===== config.mk =====
export PLATFORM = sky130hd
export DESIGN_NAME = dcp_tx_arb
export DESIGN_NICKNAME = d
export VERILOG_FILES = /design/src/rtl/dcp_tx_arb.sv
export SDC_FILE = /design/constraint.sdc
export NUM_CORES = 1
export LEC_CHECK = 0
export CAP_MARGIN = 20
export CORE_ASPECT_RATIO = 0.5
export CORE_MARGIN = 3
export CORE_UTILIZATION = 36
export DETAILED_ROUTE_END_ITERATION = 6
export MAX_ROUTING_LAYER = met4
export PLACE_DENSITY = 0.86
export SYNTH_ARGS = -nofsm -noshare
export SYNTH_HDL_FRONTEND = slang
export SYNTH_SLANG_ARGS = --single-unit

===== constraint.sdc =====
create_clock -name clk -period 2.15 [get_ports clk]
set_clock_uncertainty 0.2 [all_clocks]
set_input_delay 0.43 -clock clk [delete_from_list [all_inputs] [get_ports clk]]
set_output_delay 0.43 -clock clk [all_outputs]
set_load 0.01 [all_outputs]

===== src/rtl/dcp_tx_arb.sv =====
`default_nettype none
// =============================================================================
// Module      : dcp_tx_arb
// Description : Round-robin arbiter sharing one transmitter among NREQ command
//               handlers, with a per-grant BUSY watchdog.
// Revision    : 1.0 - initial release
// =============================================================================
module dcp_tx_arb #(
    parameter int NREQ    = 4,
    parameter int TIMEOUT = 1000
) (
    input  logic                 clk,
    input  logic                 rst,
    input  logic [NREQ-1:0]      req_i,
    input  logic [NREQ-1:0]      type_i,
    input  logic [32*NREQ-1:0]   dout_i,
    output logic [NREQ-1:0]      ack_o,
    output logic                 req_tx,
    output logic                 type_tx,
    output logic [31:0]          dout_tx,
    input  logic                 ack_tx,
    output logic [NREQ-1:0]      grant,
    output logic                 busy,
    output logic                 err_timeout,
    output logic [7:0]           xfer_cnt
);
    localparam int IW = (NREQ > 1) ? $clog2(NREQ) : 1;
    localparam int TW = $clog2(TIMEOUT + 1);
    localparam logic [IW-1:0] LAST_IDX = IW'(NREQ - 1);
    localparam logic [TW-1:0] TMO_LAST = TW'(TIMEOUT - 1);

    typedef enum logic [1:0] {
        ST_IDLE    = 2'd0,
        ST_BUSY    = 2'd1,
        ST_RELEASE = 2'd2
    } state_t;

    state_t          state;
    state_t          state_nxt;
    logic [IW-1:0]   last_winner;
    logic [IW-1:0]   win_idx;
    logic [IW-1:0]   cand;
    logic            win_found;
    logic [NREQ-1:0] win_onehot;
    logic            win_type;
    logic [31:0]     win_dout;
    logic [TW-1:0]   timer;
    logic            ack_hit;
    logic            tmo_hit;

    // Search starts just past the previous winner so every requester gets a turn.
    always_comb begin
        win_found = 1'b0;
        win_idx   = '0;
        cand      = '0;
        for (int i = 0; i < NREQ; i++) begin
            cand = IW'((int'(last_winner) + 1 + i) % NREQ);
            if (!win_found && req_i[cand]) begin
                win_found = 1'b1;
                win_idx   = cand;
            end
        end
    end

    always_comb begin
        win_onehot = '0;
        win_type   = 1'b0;
        win_dout   = '0;
        for (int k = 0; k < NREQ; k++) begin
            if (win_idx == IW'(k)) begin
                win_onehot[k] = win_found;
                win_type      = type_i[k];
                win_dout      = dout_i[k*32 +: 32];
            end
        end
    end

    // An ack in the final watchdog cycle takes priority over the abort.
    assign ack_hit = (state == ST_BUSY) && ack_tx;
    assign tmo_hit = (state == ST_BUSY) && !ack_tx && (timer == TMO_LAST);

    always_ff @(posedge clk or posedge rst) begin
        if (rst) begin
            state <= ST_IDLE;
        end else begin
            state <= state_nxt;
        end
    end

    always_comb begin
        state_nxt = state;
        busy      = (state != ST_IDLE);
        ack_o     = ack_hit ? grant : '0;
        case (state)
            ST_IDLE:    if (win_found) state_nxt = ST_BUSY;
            ST_BUSY:    if (ack_hit || tmo_hit) state_nxt = ST_RELEASE;
            ST_RELEASE: state_nxt = ST_IDLE;
            default:    state_nxt = ST_IDLE;
        endcase
    end

    always_ff @(posedge clk or posedge rst) begin
        if (rst) begin
            grant       <= '0;
            type_tx     <= 1'b0;
            dout_tx     <= '0;
            req_tx      <= 1'b0;
            err_timeout <= 1'b0;
            xfer_cnt    <= '0;
            timer       <= '0;
            last_winner <= LAST_IDX;
        end else begin
            err_timeout <= tmo_hit;
            case (state)
                ST_IDLE: begin
                    if (win_found) begin
                        grant       <= win_onehot;
                        type_tx     <= win_type;
                        dout_tx     <= win_dout;
                        last_winner <= win_idx;
                        req_tx      <= 1'b1;
                        timer       <= '0;
                    end
                end
                ST_BUSY: begin
                    timer <= timer + 1'b1;
                    if (ack_hit || tmo_hit) req_tx <= 1'b0;
                    if (ack_hit) xfer_cnt <= xfer_cnt + 8'd1;
                end
                ST_RELEASE: grant <= '0;
                default: ;
            endcase
        end
    end

endmodule
`default_nettype wire


* After elaboration in Yosys (flattened, before gate mapping)
Index checks and enable logic that the tools add are counted.
Storage, ports and cells: bits in latches 0, memory bits (writable) 0, bits in registers 61, logic and storage cells 88, ROM bits 0, memories 0, input bits 139
Cells by class: eq/ne operators 8, multipliers 0, $add $sub $neg 6, reductions and logical operators 22, mux-type cells 39, shift operators 0, divide/modulo/power cells 0, bitwise logic cells 0, order comparisons 4
Operator list (number):
- 2-to-1 mux 32 bit | 4
- one-hot mux 10 bit (2 select lines) | 1
- 2-to-1 mux 1 bit | 18
- less-than comparator 2 x 3 -> 1 bit, second input constant | 4
- 2-to-1 mux 2 bit | 6
- adder 10 x 1 -> 10 bit, second input constant | 1
- == test 10 bit, second input constant | 1
- 2-to-1 mux 10 bit | 1
- AND reduction 2 bit | 5
- adder 8 x 1 -> 8 bit, second input constant | 1
- binary-select mux 1 bit (select 2 bit) | 4
- 2-to-1 mux 4 bit | 2
- one-hot mux 4 bit (2 select lines) | 1
- adder 2 bit, second input constant | 3
- == test 2 bit, second input constant | 3
- logical AND 1 bit | 6
- nonzero test 2 bit | 3
- == test 2 x 1 -> 1 bit, second input constant | 2
- zero test 1 bit | 4
- zero test 2 bit | 2
- one-hot mux 2 bit (2 select lines) | 1
- AND reduction 3 bit | 1
- adder 2 x 1 -> 2 bit, second input constant | 1
- inequality test 2 x 1 -> 1 bit, second input constant | 1
- other kinds (3) | 3

* Logic depth before layout (Yosys ltp)
word-level depth 18, gate-level depth with buffers 7, mapped depth without buffers 6

* Least setup slack after synthesis
No wires, ideal clock.
path kind reg-to-reg, start reg last_winner[0], end reg dout_tx[10], slack 0.253 ns, buffers on the path 2, setup time 0.129 ns, arrival 1.568 ns, cell stages (with the launch flop) 8, clock period less this slack 1.897 ns, path through dfstp_2 nor2b_4 o221a_2 or2_1 buf_6 buf_6 o221ai_2 a22oi_1
Between the ends: word-level cells in the longest chain between the ends 18, elaborated cells between the ends (all ways) 35, those cells by class add/sub (4); eq/ne (3); mux (20); reduce/logical (8)
Ends and longest elaborated chain:
- from (decl) | line 40 | logic [IW-1:0] last_winner;
- from (signal assigned) | line 120 | last_winner <= win_idx;
- adder 2 x 1 -> 2 bit * | line 57 | cand = IW'((int'(last_winner) + 1 + i) % NREQ);
- branches (longest 17 deep; another with adder 2 bit)
- to (signal assigned) | line 119 | dout_tx <= win_dout;
- to (decl) | line 20 | output logic [31:0] dout_tx,
Mark *: on every way between the ends. The select of a mux whose other input is x is not followed. A chain may end at the register's enable or synchronous reset.

* Worst setup path in the final report
start in req_i[1], end reg dout_tx[29]
Between the ends: word-level cells in the longest chain between the ends 17, elaborated cells between the ends (all ways) 31, those cells by class eq/ne (3); mux (20); reduce/logical (8)
Ends and longest elaborated chain:
- from (decl) | line 14 | input logic [NREQ-1:0] req_i,
- binary-select mux 1 bit (select 2 bit) | line 58 | if (!win_found && req_i[cand]) begin
- 2-to-1 mux 1 bit (not written as such) | line 58
- 2-to-1 mux 1 bit | line 58
- zero test 1 bit | line 58
- logical AND 1 bit | line 58
- 2-to-1 mux 1 bit | line 58
- zero test 1 bit | line 58
- logical AND 1 bit | line 58
- 2-to-1 mux 1 bit | line 58
- zero test 1 bit | line 58
- logical AND 1 bit | line 58
- 2-to-1 mux 2 bit | line 58
- zero test 2 bit | line 70 | if (win_idx == IW'(k)) begin
- 2-to-1 mux 32 bit (4 in series) | line 70
Parallel ways exist; a longest one is shown, timed or not. The select of a mux whose other input is x is not followed.

==> impl_metrics.csv <==
group,metric,value,unit
status,outcome,"finished clean",
placed_design,post_dp_cell_area,0.00604,mm²
global_route,grt_first_pass_wirelength,20700,µm
worst_setup_path,end_kind,"flip-flop",
logic_synthesis,syn-num-nets,524,
global_route,overflow,0,
die,io-pin-count,191,
drt,num_vias,4032,
finish,area_of_all_placed_cells_without_fillers,0.00649,mm²
logic_synthesis,synth.largest_area_cell,"sky130_fd_sc_hd__dfrtp_1",
logic_synthesis,post_synth_instance_area,0.00368,mm²
pwr,standby_leakage_power,2.73,nW
clock_tree,tritoncts_buffer_count,9,
clock_tree,worst_setup_hold_path_clk_slew,0.06,ns
sta,hold_ws,0.281,ns
drt,routed_wl,13600,µm
clock_tree,clkLatencyLatePin,0.32,ns
placed_design,place_worst_setup_slack,-0.367,ns
worst_setup_path,r2r_cells,7,
placed_design,place.gp.congestion,0.906,
drt,vias_per_cell,5.43,
worst_setup_path,crit_path_start_kind,"input pin",
clock_tree,cts_tree,"yes",
logic_synthesis,synth_cell_types,44,
placed_design,dp.final_hpwl,9730,µm
worst_setup_path,worst-endpoint-arrival,2.16,ns
finish,register_area,0.00153,mm²
drt,count_of_antenna_violating_nets_left_after_detailed_routing,0,
worst_setup_path,cp_num_cells,8,
die,coreArea,0.00970,mm²
sta,timing.final.crit_share,99.2,%
worst_setup_path,critical_path_cell_by_cell,"dlygate4sd2_1, buf_4, o21ai_0, buf_4, o21a_1, buf_12, a21oi_1, a22oi_1",
clock_tree,clock_tree_root_buffer_cell,"sky130_fd_sc_hd__clkbuf_16",
drt,drc_viols,0,
drt,drtIter0Drc,230,
finish,fillers,739,
clock_tree,clock_sink_count,61,
sta,number_of_max_slew_violations_in_the_final_report,0,
logic_synthesis,synth.area.top_cells,"sky130_fd_sc_hd__dfrtp_1 40%, sky130_fd_sc_hd__mux2i_1 9.0%, sky130_fd_sc_hd__o221ai_2 7.8%, sky130_fd_sc_hd__nand2_1 5.3%, sky130_fd_sc_hd__a22oi_1 4.9%",
logic_synthesis,synth_warnings,0,
finish,design.final.nets,744,
pwr,pwrdens,1310,mW/mm²
global_route,first_global_vias,4102,
logic_synthesis,synthDominantCellAreaShare,40.1,%
sta,final-hold-violation-count,0,
pwr,ir_drop,0.660,mV
sta,layout_setup_ws,0.0168,ns
worst_setup_path,critical_path_peak_fanout,25,
finish,insertedDiodeCount,0,
sta,final.setup.tns,0,ns
global_route,grt_antenna_before_repair,0,
run,max_cap_violations,0,
clock_tree,htree_levels,3,
finish,area_growth_syn_to_layout,76.5,%
sta,worst_slew_pin_slew,0.422,ns
finish,layout-drive-gt1-share,15.6,%
finish,mostFrequentLayoutCell,"sky130_fd_sc_hd__clkdlybuf4s50_1",
placed_design,count_of_buffers_inserted_at_the_top_level_ports,190,
drt,routedWlPerCell,18.3,µm
die,die-width,149,µm
global_route,largest_net_degree_at_the_start_of_global_routing,62,
hold_path,hold_class,"input pin to asynchronous set/reset pin",
worst_setup_path,crit_type,"input pin to flip-flop",
die,die_h,77.5,µm
die,num_rows,25,
sta,min_period,2.13,ns
logic_synthesis,ys_seq_elements,61,
logic_synthesis,post_syn_instances,383,
finish,utilization,66.9,%
finish,multi_input_logic_area,0.00203,mm²
finish,mostFrequentLayoutCells,"180 x sky130_fd_sc_hd__clkdlybuf4s50_1, 59 x sky130_fd_sc_hd__dfrtp_1, 51 x sky130_fd_sc_hd__nand2_1, 33 x sky130_fd_sc_hd__mux2i_1, 32 x sky130_fd_sc_hd__buf_4",
clock_tree,cts.path.max_buffers,2,
worst_setup_path,critical_path.max_stage_delay,0.35,ns
sta,timing.final.setup_violations,0,
sta,max_clock_freq,0.469,GHz
sta,timing.max_slew.rel_slack,71.6,%
worst_setup_path,crit_family,"buffers and inverters",
worst_setup_path,critical_path_required,2.18,ns
global_route,globalRouteTotalUtil,23.0,%
die,start_util,37.9,%
logic_synthesis,avgSynthCellArea,9.60,µm²
worst_setup_path,timing.critical_path.mode_cell,"sky130_fd_sc_hd__buf_4",
worst_setup_path,cp_num_buf_inv,4,
drt,detailedRoute.firstPassIterationCount,5,
logic_synthesis,synth_sequential_area_ratio,41.6,%
die,die_footprint,0.0115,mm²
worst_setup_path,critPathSlowestCell,"sky130_fd_sc_hd__o21ai_0",
==> tightest hold or removal path: cells and delay by family <==
| kind | cells | cell delay (ns) |
|---|---|---|
| buffers and inverters | 3 | 0.78 |
==> report_power, final <==
part	switching (mW)	internal [mW]
registers	0.417	1.64
clock network	0.549	1.14
logic	2.29	2.50
==> repair_timing <==
| item | 4_1_cts | 5_1_grt |
|---|---|---|
| endpoints found under the setup margin | 29 | 37 |
| pin swaps | 1 | 1 |
| hold buffers | 0 | 0 |
| buffers inserted | 2 | 3 |
| resized for setup | 14 | 6 |
| cloned | 0 | 1 |
==> layout make-up <==
class / instances / share of cell area, %
timing repair buffer: 235 / 36.9
multi-input combinational: 291 / 31.3
sequential: 61 / 23.6
clock buffer: 9 / 3.47
tap: 135 / 2.60
clock inverter: 7 / 1.89
inverter: 5 / 0.289
==> cell families (layout without fill, tap and decap cells) <==
kind of cell	after synthesis	count (layout)	synth area share, %
AOI/OAI and AO/OA	136	136	28.1
xor gates and xnor gates	8	8	1.91
adders and majority gates	2	2	0.680
buffers and inverters	31	256	5.00
DFF	61	61	41.6
muxes	33	33	8.98
and+or+nand+nor	112	112	13.7
==> cell usage after synthesis, drive strengths merged <==
master   instances
clkbuf          12
nand3            8
dfrtp           59
nand2b           2
nand2           52
or2              2
or3              1
o311ai           1
nor2b            6
a32o             1
o221ai          24
dfstp            2
a22oi           24
xor2             3
nor2            26
nor4             1
ha               2
xnor2            5
inv              5
a2bb2oi          1
o21bai           1
nand4            2
a21oi           27
o21a             1
and3             7
or3b             1
a221oi           9
o21ai           31
nor3             4
o31ai            3
o221a            1
o22ai           10
buf             14
a21bo            1
mux2i           33
a31oi            1
==> through the flow <==
| step | cells | total power, mW |
|---|---|---|
| 2_1_floorplan | 383 | 4.43 |
| 5_1_grt | 743 | 9.04 |
| 3_3_place_gp | 721 | 6.44 |
| 6_report | 743 | 8.53 |
| 3_5_place_dp | 721 | 6.60 |
| 4_1_cts | 739 | 8.39 |
==> layer usage <==
metal  track usage [%]  up-vias  part of all wire, %
met1              28.4     1978                   42
li1                  -     1893                    -
met3              4.26       24                  3.8
met5                 -        -                    0
met4              6.12        0                  2.1
met2              39.3      137                   52
==> worst paths after layout <==
kind	start	end	slack, ns
max in group asynchronous	rst	last_winner[0]$_DFFE_PP1P_	1.15
min in group clk	xfer_cnt[7]$_DFFE_PP0P_	xfer_cnt[7]$_DFFE_PP0P_	0.28
setup reg to reg	last_winner[1]$_DFFE_PP1P_	dout_tx[29]$_DFFE_PP0P_	0.09
hold / removal	rst	dout_tx[31]$_DFFE_PP0P_	0.28
setup / recovery	req_i[1]	dout_tx[29]$_DFFE_PP0P_	0.02
hold reg to reg	xfer_cnt[7]$_DFFE_PP0P_	xfer_cnt[7]$_DFFE_PP0P_	0.28
==> sequential cells by signal (all words and copies together) (netlist names) <==
signal / count
req_tx: 1
dout_tx: 32
state: 2
type_tx: 1
xfer_cnt: 8
grant: 4
last_winner: 2
err_timeout: 1
timer: 10
Note: power is estimated with default switching activity, not from simulation.
